### config.mk
export PLATFORM = sky130hd
export DESIGN_NAME = pipe_hazard_ctrl
export DESIGN_NICKNAME = d
export VERILOG_FILES = /design/src/rtl/pipe_hazard_ctrl_pkg.sv /design/src/rtl/pipe_hazard_ctrl_mdu_seq_fsm.sv /design/src/rtl/pipe_hazard_ctrl.sv
export SDC_FILE = /design/constraint.sdc
export NUM_CORES = 1
export LEC_CHECK = 0
export ABC_AREA = 1
export CORE_ASPECT_RATIO = 0.75
export CORE_MARGIN = 1
export CORE_UTILIZATION = 30
export CTS_CLUSTER_SIZE = 14
export DETAILED_ROUTE_END_ITERATION = 7
export PLACE_DENSITY = 0.86
export SLEW_MARGIN = 10
export SYNTH_ARGS = -nofsm -noshare
export SYNTH_HDL_FRONTEND = slang
export SYNTH_HIERARCHICAL = 1
export SYNTH_SLANG_ARGS = --single-unit
export TNS_END_PERCENT = 20
### constraint.sdc
create_clock -name clk -period 1.2 [get_ports clk]
set_clock_uncertainty 0.05 [all_clocks]
set_input_delay 0.18 -clock clk [delete_from_list [all_inputs] [get_ports clk]]
set_output_delay 0.18 -clock clk [all_outputs]
set_load 0.01 [all_outputs]
### src/rtl/pipe_hazard_ctrl_pkg.sv
`default_nettype none
// +------------------------------------------------------------------+
// | pipe_hazard_ctrl_pkg : shared MDU state encodings and defaults    |
// | Rev 1.0                                                          |
// +------------------------------------------------------------------+
package pipe_hazard_ctrl_pkg;

  typedef enum logic [1:0] {
    IDLE = 2'b00,
    BUSY = 2'b01,
    DONE = 2'b10
  } mdu_state_e;

  localparam int MUL_LAT_DEF = 4;
  localparam int DIV_LAT_DEF = 32;

  typedef struct packed {
    logic pc;
    logic if_id;
    logic id_exe;
    logic exe_mem;
    logic mem_wb;
  } stall_t;

  typedef struct packed {
    logic if_id;
    logic id_exe;
  } flush_t;

  // BUSY spans LAT-1 cycles, so the counter is preloaded with LAT-1
  function automatic int lat_load(input int lat);
    return lat - 1;
  endfunction

endpackage
`default_nettype wire

### src/rtl/pipe_hazard_ctrl_mdu_seq_fsm.sv
`default_nettype none
// +------------------------------------------------------------------+
// | mdu_seq_fsm : mul/div sequencing FSM with latency down-counter    |
// | Rev 1.0                                                          |
// +------------------------------------------------------------------+
module mdu_seq_fsm
  import pipe_hazard_ctrl_pkg::*;
#(
  parameter int MUL_LAT = MUL_LAT_DEF,
  parameter int DIV_LAT = DIV_LAT_DEF,
  parameter int CW      = $clog2(DIV_LAT)
) (
  input  logic       clk,
  input  logic       rst_n,
  input  logic       accept_i,
  input  logic       is_div_i,
  output logic       mdu_start_o,
  output logic       mdu_busy_o,
  output logic       mdu_done_o,
  output mdu_state_e state_o
);

  localparam logic [CW-1:0] MUL_LOAD = CW'(lat_load(MUL_LAT));
  localparam logic [CW-1:0] DIV_LOAD = CW'(lat_load(DIV_LAT));
  localparam logic [CW-1:0] CNT_ONE  = CW'(1);

  mdu_state_e    state_q;
  logic [CW-1:0] cnt_q;
  logic          start_q;
  logic          busy_q;
  logic          done_q;

  always_ff @(posedge clk or negedge rst_n) begin
    if (!rst_n) begin
      state_q <= IDLE;
      cnt_q   <= '0;
      start_q <= 1'b0;
      busy_q  <= 1'b0;
      done_q  <= 1'b0;
    end else begin
      start_q <= 1'b0;
      done_q  <= 1'b0;
      case (state_q)
        IDLE, DONE: begin
          if (accept_i) begin
            state_q <= BUSY;
            cnt_q   <= is_div_i ? DIV_LOAD : MUL_LOAD;
            start_q <= 1'b1;
            busy_q  <= 1'b1;
          end else begin
            state_q <= IDLE;
            busy_q  <= 1'b0;
          end
        end
        BUSY: begin
          cnt_q <= cnt_q - CNT_ONE;
          // leave on the decrement that reaches zero so DONE lands exactly LAT cycles after accept
          if (cnt_q == CNT_ONE) begin
            state_q <= DONE;
            busy_q  <= 1'b0;
            done_q  <= 1'b1;
          end
        end
        default: begin
          state_q <= IDLE;
          busy_q  <= 1'b0;
        end
      endcase
    end
  end

  assign mdu_start_o = start_q;
  assign mdu_busy_o  = busy_q;
  assign mdu_done_o  = done_q;
  assign state_o     = state_q;

endmodule
`default_nettype wire

### src/rtl/pipe_hazard_ctrl.sv
`default_nettype none
// +------------------------------------------------------------------+
// | pipe_hazard_ctrl : stall/flush scheduler for the 5-stage pipeline |
// | Optional perf counters: HAZ_PERF_CNT_EN            Rev 1.0       |
// +------------------------------------------------------------------+
module pipe_hazard_ctrl
  import pipe_hazard_ctrl_pkg::*;
#(
  parameter int MUL_LAT = MUL_LAT_DEF,
  parameter int DIV_LAT = DIV_LAT_DEF,
  parameter int CNT_W   = 32
) (
  input  logic             clk,
  input  logic             rst_n,
  input  logic [4:0]       rs_ID,
  input  logic [4:0]       rt_ID,
  input  logic             use_rs_ID,
  input  logic             use_rt_ID,
  input  logic [4:0]       num_write_EXE,
  input  logic             mem_read_EXE,
  input  logic             reg_write_EXE,
  input  logic             branch_taken_EXE,
  input  logic             mdu_start_ID,
  input  logic             mdu_is_div_ID,
  input  logic             mdu_read_ID,
  input  logic             dmem_wait,
  output logic             stall_PC,
  output logic             stall_IF_ID,
  output logic             stall_ID_EXE,
  output logic             stall_EXE_MEM,
  output logic             stall_MEM_WB,
  output logic             flush_IF_ID,
  output logic             flush_ID_EXE,
  output logic             mdu_start,
  output logic             mdu_busy,
  output logic             mdu_done,
  output logic [CNT_W-1:0] perf_stall,
  output logic [CNT_W-1:0] perf_flush,
  output logic [CNT_W-1:0] perf_mdu
);

  mdu_state_e w_state;
  logic       w_lu;
  logic       w_mh;
  logic       w_accept;
  stall_t     w_stall;
  flush_t     w_flush;

  assign w_lu = mem_read_EXE && reg_write_EXE && (num_write_EXE != 5'd0) &&
                ((use_rs_ID && (rs_ID == num_write_EXE)) ||
                 (use_rt_ID && (rt_ID == num_write_EXE)));

  assign w_mh = (w_state == BUSY) && (mdu_start_ID || mdu_read_ID);

  // A stalled or wrong-path MDU op stays in ID and is re-presented later, so only accept a clean one
  assign w_accept = rst_n && mdu_start_ID && !dmem_wait && !branch_taken_EXE &&
                    !w_mh && !w_lu;

  always_comb begin
    w_stall = '0;
    w_flush = '0;
    if (!rst_n) begin
      w_stall = '0;
      w_flush = '0;
    end else if (dmem_wait) begin
      w_stall = '1;
    end else if (branch_taken_EXE) begin
      w_flush = '1;
    end else if (w_mh || w_lu) begin
      w_stall.pc     = 1'b1;
      w_stall.if_id  = 1'b1;
      w_flush.id_exe = 1'b1;
    end
  end

  assign stall_PC      = w_stall.pc;
  assign stall_IF_ID   = w_stall.if_id;
  assign stall_ID_EXE  = w_stall.id_exe;
  assign stall_EXE_MEM = w_stall.exe_mem;
  assign stall_MEM_WB  = w_stall.mem_wb;
  assign flush_IF_ID   = w_flush.if_id;
  assign flush_ID_EXE  = w_flush.id_exe;

  mdu_seq_fsm #(
    .MUL_LAT (MUL_LAT),
    .DIV_LAT (DIV_LAT)
  ) u_mdu_seq_fsm (
    .clk         (clk),
    .rst_n       (rst_n),
    .accept_i    (w_accept),
    .is_div_i    (mdu_is_div_ID),
    .mdu_start_o (mdu_start),
    .mdu_busy_o  (mdu_busy),
    .mdu_done_o  (mdu_done),
    .state_o     (w_state)
  );

`ifdef HAZ_PERF_CNT_EN
  localparam logic [CNT_W-1:0] CNT_ONE = CNT_W'(1);

  logic [CNT_W-1:0] perf_stall_q;
  logic [CNT_W-1:0] perf_flush_q;
  logic [CNT_W-1:0] perf_mdu_q;

  always_ff @(posedge clk or negedge rst_n) begin
    if (!rst_n) begin
      perf_stall_q <= '0;
      perf_flush_q <= '0;
      perf_mdu_q   <= '0;
    end else begin
      if (stall_PC && (perf_stall_q != '1)) perf_stall_q <= perf_stall_q + CNT_ONE;
      if (flush_IF_ID && (perf_flush_q != '1)) perf_flush_q <= perf_flush_q + CNT_ONE;
      if (mdu_busy && (perf_mdu_q != '1)) perf_mdu_q <= perf_mdu_q + CNT_ONE;
    end
  end

  assign perf_stall = perf_stall_q;
  assign perf_flush = perf_flush_q;
  assign perf_mdu   = perf_mdu_q;
`else
  assign perf_stall = '0;
  assign perf_flush = '0;
  assign perf_mdu   = '0;
`endif

endmodule
`default_nettype wire

==> results of run 1 <==
-- area by class of cell --
class	count	area, um^2	share of cell area
multi-input combinational	190	840	0.500
timing repair buffer	44	342	0.204
sequential	10	250	0.149
inverter	31	128	0.0761
tap	60	75.1	0.0447
clock buffer	3	41.3	0.0246
antenna	1	2.50	0.00149
-- routing by layer --
| layer | global-route usage | vias up |
|---|---|---|
| li1 | - | 594 |
| met1 | 0.0998 | 524 |
| met2 | 0.158 | 81 |
| met3 | 0.0103 | 13 |
| met4 | 0.0763 | 0 |
| met5 | 0 | - |
-- worst min path at each step --
stage                                                      end  slack (ps)  cells after the start
final                       u_mdu_seq_fsm/cnt_q[0]$_DFFE_PN0P_           7                      2
after CTS                   u_mdu_seq_fsm/cnt_q[0]$_DFFE_PN0P_          10                      2
after global placement    u_mdu_seq_fsm/mdu_busy_o$_DFFE_PN0P_         440                      2
after detailed placement  u_mdu_seq_fsm/mdu_busy_o$_DFFE_PN0P_         480                      2
after global routing        u_mdu_seq_fsm/cnt_q[0]$_DFFE_PN0P_          30                      2
after floorplan             u_mdu_seq_fsm/cnt_q[0]$_DFFE_PN0P_        -170                      0
-- layout by cell type, fill, tap and decap left out, types with 4 or more instances in the layout --
| cell | count |
|---|---|
| nand2_1 | 42 |
| nor2_1 | 15 |
| clkbuf_2 | 4 |
| buf_4 | 8 |
| dlygate4sd2_1 | 13 |
| inv_2 | 8 |
| nand3_1 | 11 |
| inv_1 | 19 |
| conb_1 | 96 |
| dfrtp_1 | 10 |
| buf_2 | 10 |
| nand2_2 | 11 |
-- cells by family after synthesis --
kind of cell / Yosys count
and+or+nand+nor: 88
other: 1
AOI/OAI and AO/OA: 4
adders and majority gates: 2
DFF: 10
buffers and inverters: 130
-- power by group --
| part | switching (uW) | internal, uW |
|---|---|---|
| combinational | 655 | 397 |
| sequential | 97.9 | 446 |
| clock | 128 | 219 |
-- registers in the layout, indices dropped and copies added, names as in the netlist --
name                       flops
u_mdu_seq_fsm/cnt_q            5
u_mdu_seq_fsm/mdu_busy_o       1
u_mdu_seq_fsm/mdu_done_o       1
u_mdu_seq_fsm/mdu_start_o      1
u_mdu_seq_fsm/state_o          2
-- critical path, stage by stage (launching register included) --
cell and delay (ps):
dfrtp_1 370, inv_1 60, o211ai_1 160, nand2_2 110
nand2_2 50, nand2_2 90, buf_6 100
-- stage by stage --
stage / setup slack [ps] / TNS (ps) / instance area, um^2
finish: -208 / -1620 / 1680
global route: -308 / -2710 / 1680
CTS: -234 / -1790 / 1680
detailed placement: -1030 / -10730 / 1660
global placement: -1020 / -10550 / 1660
floorplan: -3.48 / -3.48 / 1930
-- repair_timing --
action / 4_1_cts / 5_1_grt
buffers inserted: 2 / 1
setup endpoints to repair: 18 / 12
hold buffers: 0 / 0
gates resized for setup: 88 / 12
pin swaps: 32 / 15
==> flow_metrics.tcl, run 1 <==
set metrics [dict create \
    cts.sinks 10 \
    outcome "complete, but fails checks" \
    syn2layout_area_growth_pct 7.71 \
    startpoint_type "flop" \
    worst_hold_slack_ps 7.29 \
    synth-compound-area-share 0.0169 \
    period_share 1.17 \
    die_h_um 64.4 \
    io_pins 132 \
    core_um2 4950 \
    ir_drop_uv 548 \
    synth_edf_count 0 \
    syn_inst 235 \
    top_layer "met4" \
    port_buffers 35 \
    period_minus_slack_ps 1410 \
    finalHoldViolCount 0 \
    drv_slew 0 \
    drive_above_1_share 0.219 \
    synth_warnings 6 \
    nets 308 \
    dp_cells 333 \
    die_w_um 85.2 \
    yosys.area_share.simple 0.249 \
    end_kind "output pin" \
    grt_first_pass_wirelength_mm 3.91 \
    crit_end "stall_PC" \
    violations "negative setup slack" \
    grt.overflow.total 0 \
    worstPathArrival_ps 1180 \
    grt_pass1_vias 918 \
    async_reset_ff_frac 1.00 \
    dr.pass1.iters 4 \
    setup-violations-final 10 \
    fillers 521 \
    hp-class "primary input to asynchronous set/reset pin" \
    critPathMaxFanout 2 \
    synthAdderAreaFrac 0.0161 \
    wl_mm 2.64 \
    cts_tree "done" \
    power_leakage_uw 0.00110 \
    crit_type "flop to output pin" \
    p_per_area_nw_per_um2 1160 \
    clockBufferDepth 2 \
    gp_congestion 0.803 \
    ant_nets 0 \
    grt_max_degree 11 \
    synth_area_um2 1560 \
    ys_top_cells_by_count "99 x buf_4, 49 x nand2_1, 24 x inv_1" \
    ff2ff_setup_slack_ps -200 \
    final_cells 339 \
    routedLengthMet1_um 961 \
    drc 0 \
    path_clk_slew_ps 50 \
    r2r_cells 8 \
    met3_length_um 203 \
    clockRootBuffer "clkbuf_8" \
    synthMuxAreaShare 0 \
    yosysMostFrequentCell "buf_4" \
    dieArea_um2 5490 \
    synth_cell_types 21 \
    synth_top_family_by_area "buffers and inverters" \
    post_synth.cell_area_avg_um2 6.63 \
    rr_startpoint "u_mdu_seq_fsm/state_o[0]$_DFFE_PN0P_" \
    yosys_register_bits 10 \
    initial_core_util 0.314 \
    dr_total_vias 1212 \
    power.total_uw 1940 \
    final_core_util 0.339 \
    rsz0062_at_grt "yes" \
    startpoint "u_mdu_seq_fsm/state_o[1]$_DFFE_PN0P_" \
    yosysTopAreaCellShare 0.477 \
    routed_via_density 3.58 \
    clk_latency_ps 230 \
    h-tree-depth 1 \
    synth_xor_area_frac 0 \
    wl_per_cell_um 7.79 \
    setup_slack_ps -208 \
    antenna_found_initial 1 \
    drv_cap 0 \
    grt_use_total 0.0909 \
    synth.area.top_cells "buf_4 48%, dfrtp_1 16%, nand2_1 12%" \
    synth_ff_type "dfrtp_1" \
    cts_buffers 3 \
    yosysTopAreaCell "buf_4" \
    wl_met2_mm 1.34 \
    regToRegEndpoint "u_mdu_seq_fsm/mdu_busy_o$_DFFE_PN0P_" \
    ys_seq_area_frac 0.161 \
    num_rows 22 \
    worstPathRequired_ps 970 \
    hpwl_mm 2.30 \
    fmax_mhz 710 \
    first_iter_violations 30 \
]
(Power assumes the default switching activity.)
==> run 2: changes to the inputs <==
Settings changed: CORE_UTILIZATION 30 to 33, PLACE_DENSITY 0.86 to 0.9.
Clock period 1.2 ns to 1.56 ns, I/O delays scaled along.
==> flow_metrics.tcl, run 2 (same netlist as run 1, synthesis figures left out) <==
set metrics [dict create \
    cpPeakStageDelay_ps 520 \
    wl_mm 2.48 \
    hpwl_mm 2.12 \
    fmax_mhz 677 \
    period_minus_slack_ps 1480 \
    r2r_cells 10 \
    hp-start "u_mdu_seq_fsm/mdu_busy_o$_DFFE_PN0P_" \
    syn2layout_area_growth_pct 6.91 \
    die_h_um 61.5 \
    p_per_area_nw_per_um2 861 \
    top_register "u_mdu_seq_fsm/cnt_q" \
    routed_via_density 3.49 \
    die_w_um 81.3 \
    outcome "finished, final reports clean" \
    grt_pass1_vias 799 \
    whs_path_depth 2 \
    antenna_found_initial 0 \
    ant_nets 0 \
    path_clk_slew_ps 40 \
    wl_per_cell_um 7.46 \
    crit_type "primary input to output pin" \
    clockRootBuffer "clkbuf_8" \
    min_to "u_mdu_seq_fsm/mdu_busy_o$_DFFE_PN0P_" \
    nets 306 \
    port_buffers 35 \
    grt_max_degree 11 \
    cp_slowest_cell "clkdlybuf4s50_1" \
    fillers 475 \
    worstPathRequired_ps 1280 \
    fin_tns_setup_ps 0 \
    dr_total_vias 1161 \
    hp-class "flop to flop" \
    cts_buffers 3 \
    initial_core_util 0.347 \
    startpoint_type "primary input" \
    layout_commonest_cell "conb_1" \
    drv_cap 0 \
    drc 0 \
    grt.overflow.total 0 \
    clockBufferDepth 2 \
    drive_above_1_share 0.188 \
    grt_use_total 0.0885 \
    finalHoldViolCount 0 \
    grt_first_pass_wirelength_mm 3.31 \
    period_share 0.947 \
    regArea_um2 250 \
    rsz0062_at_grt "no" \
    final_core_util 0.371 \
    regToRegEndpoint "u_mdu_seq_fsm/cnt_q[4]$_DFFE_PN0P_" \
    diodes 0 \
    final_cell_mix "96 x conb_1, 45 x nand2_1, 21 x inv_1" \
    rr_startpoint "u_mdu_seq_fsm/state_o[0]$_DFFE_PN0P_" \
    h-tree-depth 1 \
    ir_drop_uv 372 \
    multi_input_area_um2 830 \
    first_iter_violations 35 \
    io_pins 132 \
    power_leakage_uw 0.00111 \
    drv_slew 0 \
    path_cells "clkdlybuf4s50_1, nand2_1, inv_1, dlygate4sd2_1" \
    setup-violations-final 0 \
    core_um2 4490 \
    dr.pass1.iters 4 \
    num_rows 21 \
    worstPathArrival_ps 1190 \
    cts.sinks 10 \
    gp_congestion 0.746 \
    ff2ff_setup_slack_ps 160 \
    critPathMaxFanout 3 \
    largest_register_ffs 5 \
    cts_tree "done" \
    end_kind "output pin" \
    dieArea_um2 5000 \
    clk_latency_ps 230 \
]
-- run 2: changes by cell type in the layout (fill, tap and decap cells not counted), moves of 4 or more --
cell	previous run	this run
buf_2	10	1
clkbuf_2	4	12
clkdlybuf4s50_1	1	6
dlygate4sd2_1	13	6
nand2_2	11	7
-- run 2: cell type report --
type	count	share of cell area
well taps	57	0.0428
clock buffers	3	0.0248
flip-flops and latches	10	0.150
inverters	31	0.0729
repair buffers	42	0.211
multi-input cells	190	0.498
-- run 2: metrics by stage --
| step | hold slack, ps | setup slack (ps) | total power, uW | instance area, um^2 | instances |
|---|---|---|---|---|---|
| detailed placement | 440 | -748 | 1190 | 1640 | 329 |
| finish | 445 | 82.4 | 1430 | 1670 | 333 |
| floorplan | -112 | 240 | 1130 | 1910 | 330 |
| global route | 493 | 15.7 | 1580 | 1670 | 333 |
| CTS | 338 | -8.45 | 1440 | 1670 | 332 |
| global placement | 439 | -722 | 1160 | 1640 | 329 |
-- run 2: worst max path at each step --
stage	start	to	slack, ps	cells after the start
final	dmem_wait	stall_EXE_MEM	80	4
after global routing	num_write_EXE[0]	stall_IF_ID	20	12
after CTS	rst_n	u_mdu_seq_fsm/cnt_q[4]$_DFFE_PN0P_	-8	12
after detailed placement	num_write_EXE[0]	stall_IF_ID	-750	12
after global placement	num_write_EXE[0]	stall_IF_ID	-720	12
after floorplan	num_write_EXE[3]	u_mdu_seq_fsm/cnt_q[4]$_DFFE_PN0P_	240	15
-- run 2: what timing repair did --
item,4_1_cts,5_1_grt
resized for setup,49,36
buffers inserted,0,1
hold buffers,0,1
pin swaps,16,21
hold endpoints to repair,0,10
cloned,0,0
endpoints found under the setup margin,15,8
-- run 2: critical path: cells and delay by family --
family / cells / cell delay [ps]
buf+inv: 3 / 870
simple gates: 1 / 100
-- run 2: metal layers --
metal | vias up | global-route usage | share of wire
met4 | 0 | 0.0408 | 0.0097
li1 | 586 | - | -
met5 | - | 0 | 0
met1 | 504 | 0.0873 | 0.36
met3 | 2 | 0.0178 | 0.074
met2 | 69 | 0.180 | 0.55
-- run 2: where the power goes --
group          internal, uW  switching, uW  leakage (uW)
registers               343           74.1      0.000129
clock network           167           84.2     0.0000216
logic                   287            478      0.000957
==> run 3: changes to the inputs <==
Settings changed: CORE_MARGIN 1 to 4, SLEW_MARGIN 10 to default.
==> flow_metrics.tcl, run 3 (same netlist as run 1, synthesis figures left out) <==
set metrics [dict create \
    outcome "finished, final reports clean" \
    ff2ff_setup_slack_ps 130 \
    first_iter_violations 21 \
    seqPwrFrac 0.291 \
    p_per_area_nw_per_um2 896 \
    core_um2 4520 \
    routed_via_density 3.45 \
    ant_nets 0 \
    grt_max_degree 11 \
    dr.pass1.iters 4 \
    top_register "u_mdu_seq_fsm/cnt_q" \
    end_kind "flop" \
    regToRegEndpoint "u_mdu_seq_fsm/cnt_q[4]$_DFFE_PN0P_" \
    period_share 0.958 \
    startpoint_type "primary input" \
    h-tree-depth 1 \
    layout_commonest_cell "conb_1" \
    grt_use_total 0.0889 \
    final_cell_mix "96 x conb_1, 45 x nand2_1, 22 x inv_1" \
    port_buffers 35 \
    final_cells 332 \
    dp_cells 329 \
    internal_power_uw 789 \
    pwr-share-comb 0.530 \
    cts_buffers 3 \
    grt.overflow.total 0 \
    power_leakage_uw 0.00107 \
    initial_core_util 0.345 \
    cts.sinks 10 \
    drive_above_1_share 0.200 \
    die_h_um 67.5 \
    hp-class "primary input to asynchronous set/reset pin" \
    die_w_um 87.3 \
    clockBufferDepth 2 \
    drc 0 \
    cts_tree "done" \
    hpwl_mm 2.57 \
    final_cell_area_um2 1610 \
    antenna_found_initial 0 \
    finalHoldViolCount 0 \
    rr_startpoint "u_mdu_seq_fsm/state_o[1]$_DFFE_PN0P_" \
    diodes 0 \
    largest_register_ffs 5 \
    clockRootBuffer "clkbuf_8" \
    r2r_cells 11 \
    p_switching_uw 655 \
    dieArea_um2 5900 \
    wl_mm 2.91 \
    path_clk_slew_ps 40 \
    post_cts_buffers 0 \
    rsz0062_at_grt "yes" \
    drv_cap 0 \
    clk_latency_ps 230 \
    grt_pass1_vias 944 \
    setup-violations-final 0 \
    gp_congestion 0.733 \
    crit_type "primary input to flop" \
    worstPathRequired_ps 1680 \
    ir_drop_uv 323 \
    final_core_util 0.357 \
    worstPathArrival_ps 1610 \
    swShare 0.454 \
    power.total_uw 1440 \
    fmax_mhz 669 \
    critPathMaxFanout 7 \
    period_minus_slack_ps 1500 \
    io_pins 132 \
    drv_slew 0 \
    nets 305 \
    wl_per_cell_um 8.77 \
    num_rows 21 \
    worst_hold_slack_ps 375 \
    clkPwrFrac 0.179 \
    dpl_cell_area_um2 1640 \
    dr_total_vias 1146 \
    syn2layout_area_growth_pct 3.45 \
    grt_first_pass_wirelength_mm 4.20 \
]
[run 3: cell count changes in the layout (fill, tap and decap cells not counted), sizes merged, moves of 2 or more]
| cell | change |
|---|---|
| dlygate4sd2 | -2 |
| clkdlybuf4s15 | -2 |
| buf | +4 |
| dlymetal6s2s | -2 |
[run 3: how the worst max path moves through the flow]
stage,start,to,slack (ps),cells past startpoint
floorplan,num_write_EXE[3],u_mdu_seq_fsm/cnt_q[4]$_DFFE_PN0P_,240,15
global placement,num_write_EXE[0],stall_IF_ID,-710,12
detailed placement,num_write_EXE[0],stall_PC,-740,12
CTS,rs_ID[2],stall_PC,2,11
global route,rst_n,u_mdu_seq_fsm/cnt_q[4]$_DFFE_PN0P_,-30,12
finish,rst_n,u_mdu_seq_fsm/cnt_q[4]$_DFFE_PN0P_,60,12
[run 3: through the flow]
step	TNS (ps)	setup WS, ps
2_1_floorplan	0	240
3_3_place_gp	-6080	-712
3_5_place_dp	-6400	-744
4_1_cts	0	2.00
5_1_grt	-27.3	-27.3
6_report	0	64.8
[run 3: layout make-up]
type	count	area (um^2)
inverter	31	121
clock buffer	3	41.3
sequential	10	250
tap	57	71.3
multi-input combinational	190	820
fill	494	2910
timing repair buffer	41	308
[run 3: per-layer routing]
layer / track usage / part of all wire / wire length, um
met5: 0 / 0 / 0
met4: 0.0287 / 0.0065 / 19
met3: 0.0122 / 0.11 / 314
met2: 0.166 / 0.53 / 1530
met1: 0.105 / 0.36 / 1050
[run 3: power by group through the flow]
stage	Clock (uW)	Combinational, uW	Sequential, uW
global placement	0	739	415
CTS	265	753	420
floorplan	0	719	413
finish	258	766	420
detailed placement	0	769	423
global route	284	866	436
[run 3: critical path: stages]
cell and delay (ps):
clkdlybuf4s50_1 480, inv_1 80, nor2_2 110, buf_4 120
nand2_1 50, nor2_2 140, nand2_4 100, inv_2 70
nand2_2 60, nand2_1 70, clkinv_1 50, nand2_1 60
[run 3: what timing repair did]
action / CTS / global route
pin swaps: 16 / 21
setup endpoints to repair: 15 / 12
gates resized for setup: 52 / 40
hold buffers: 0 / 0
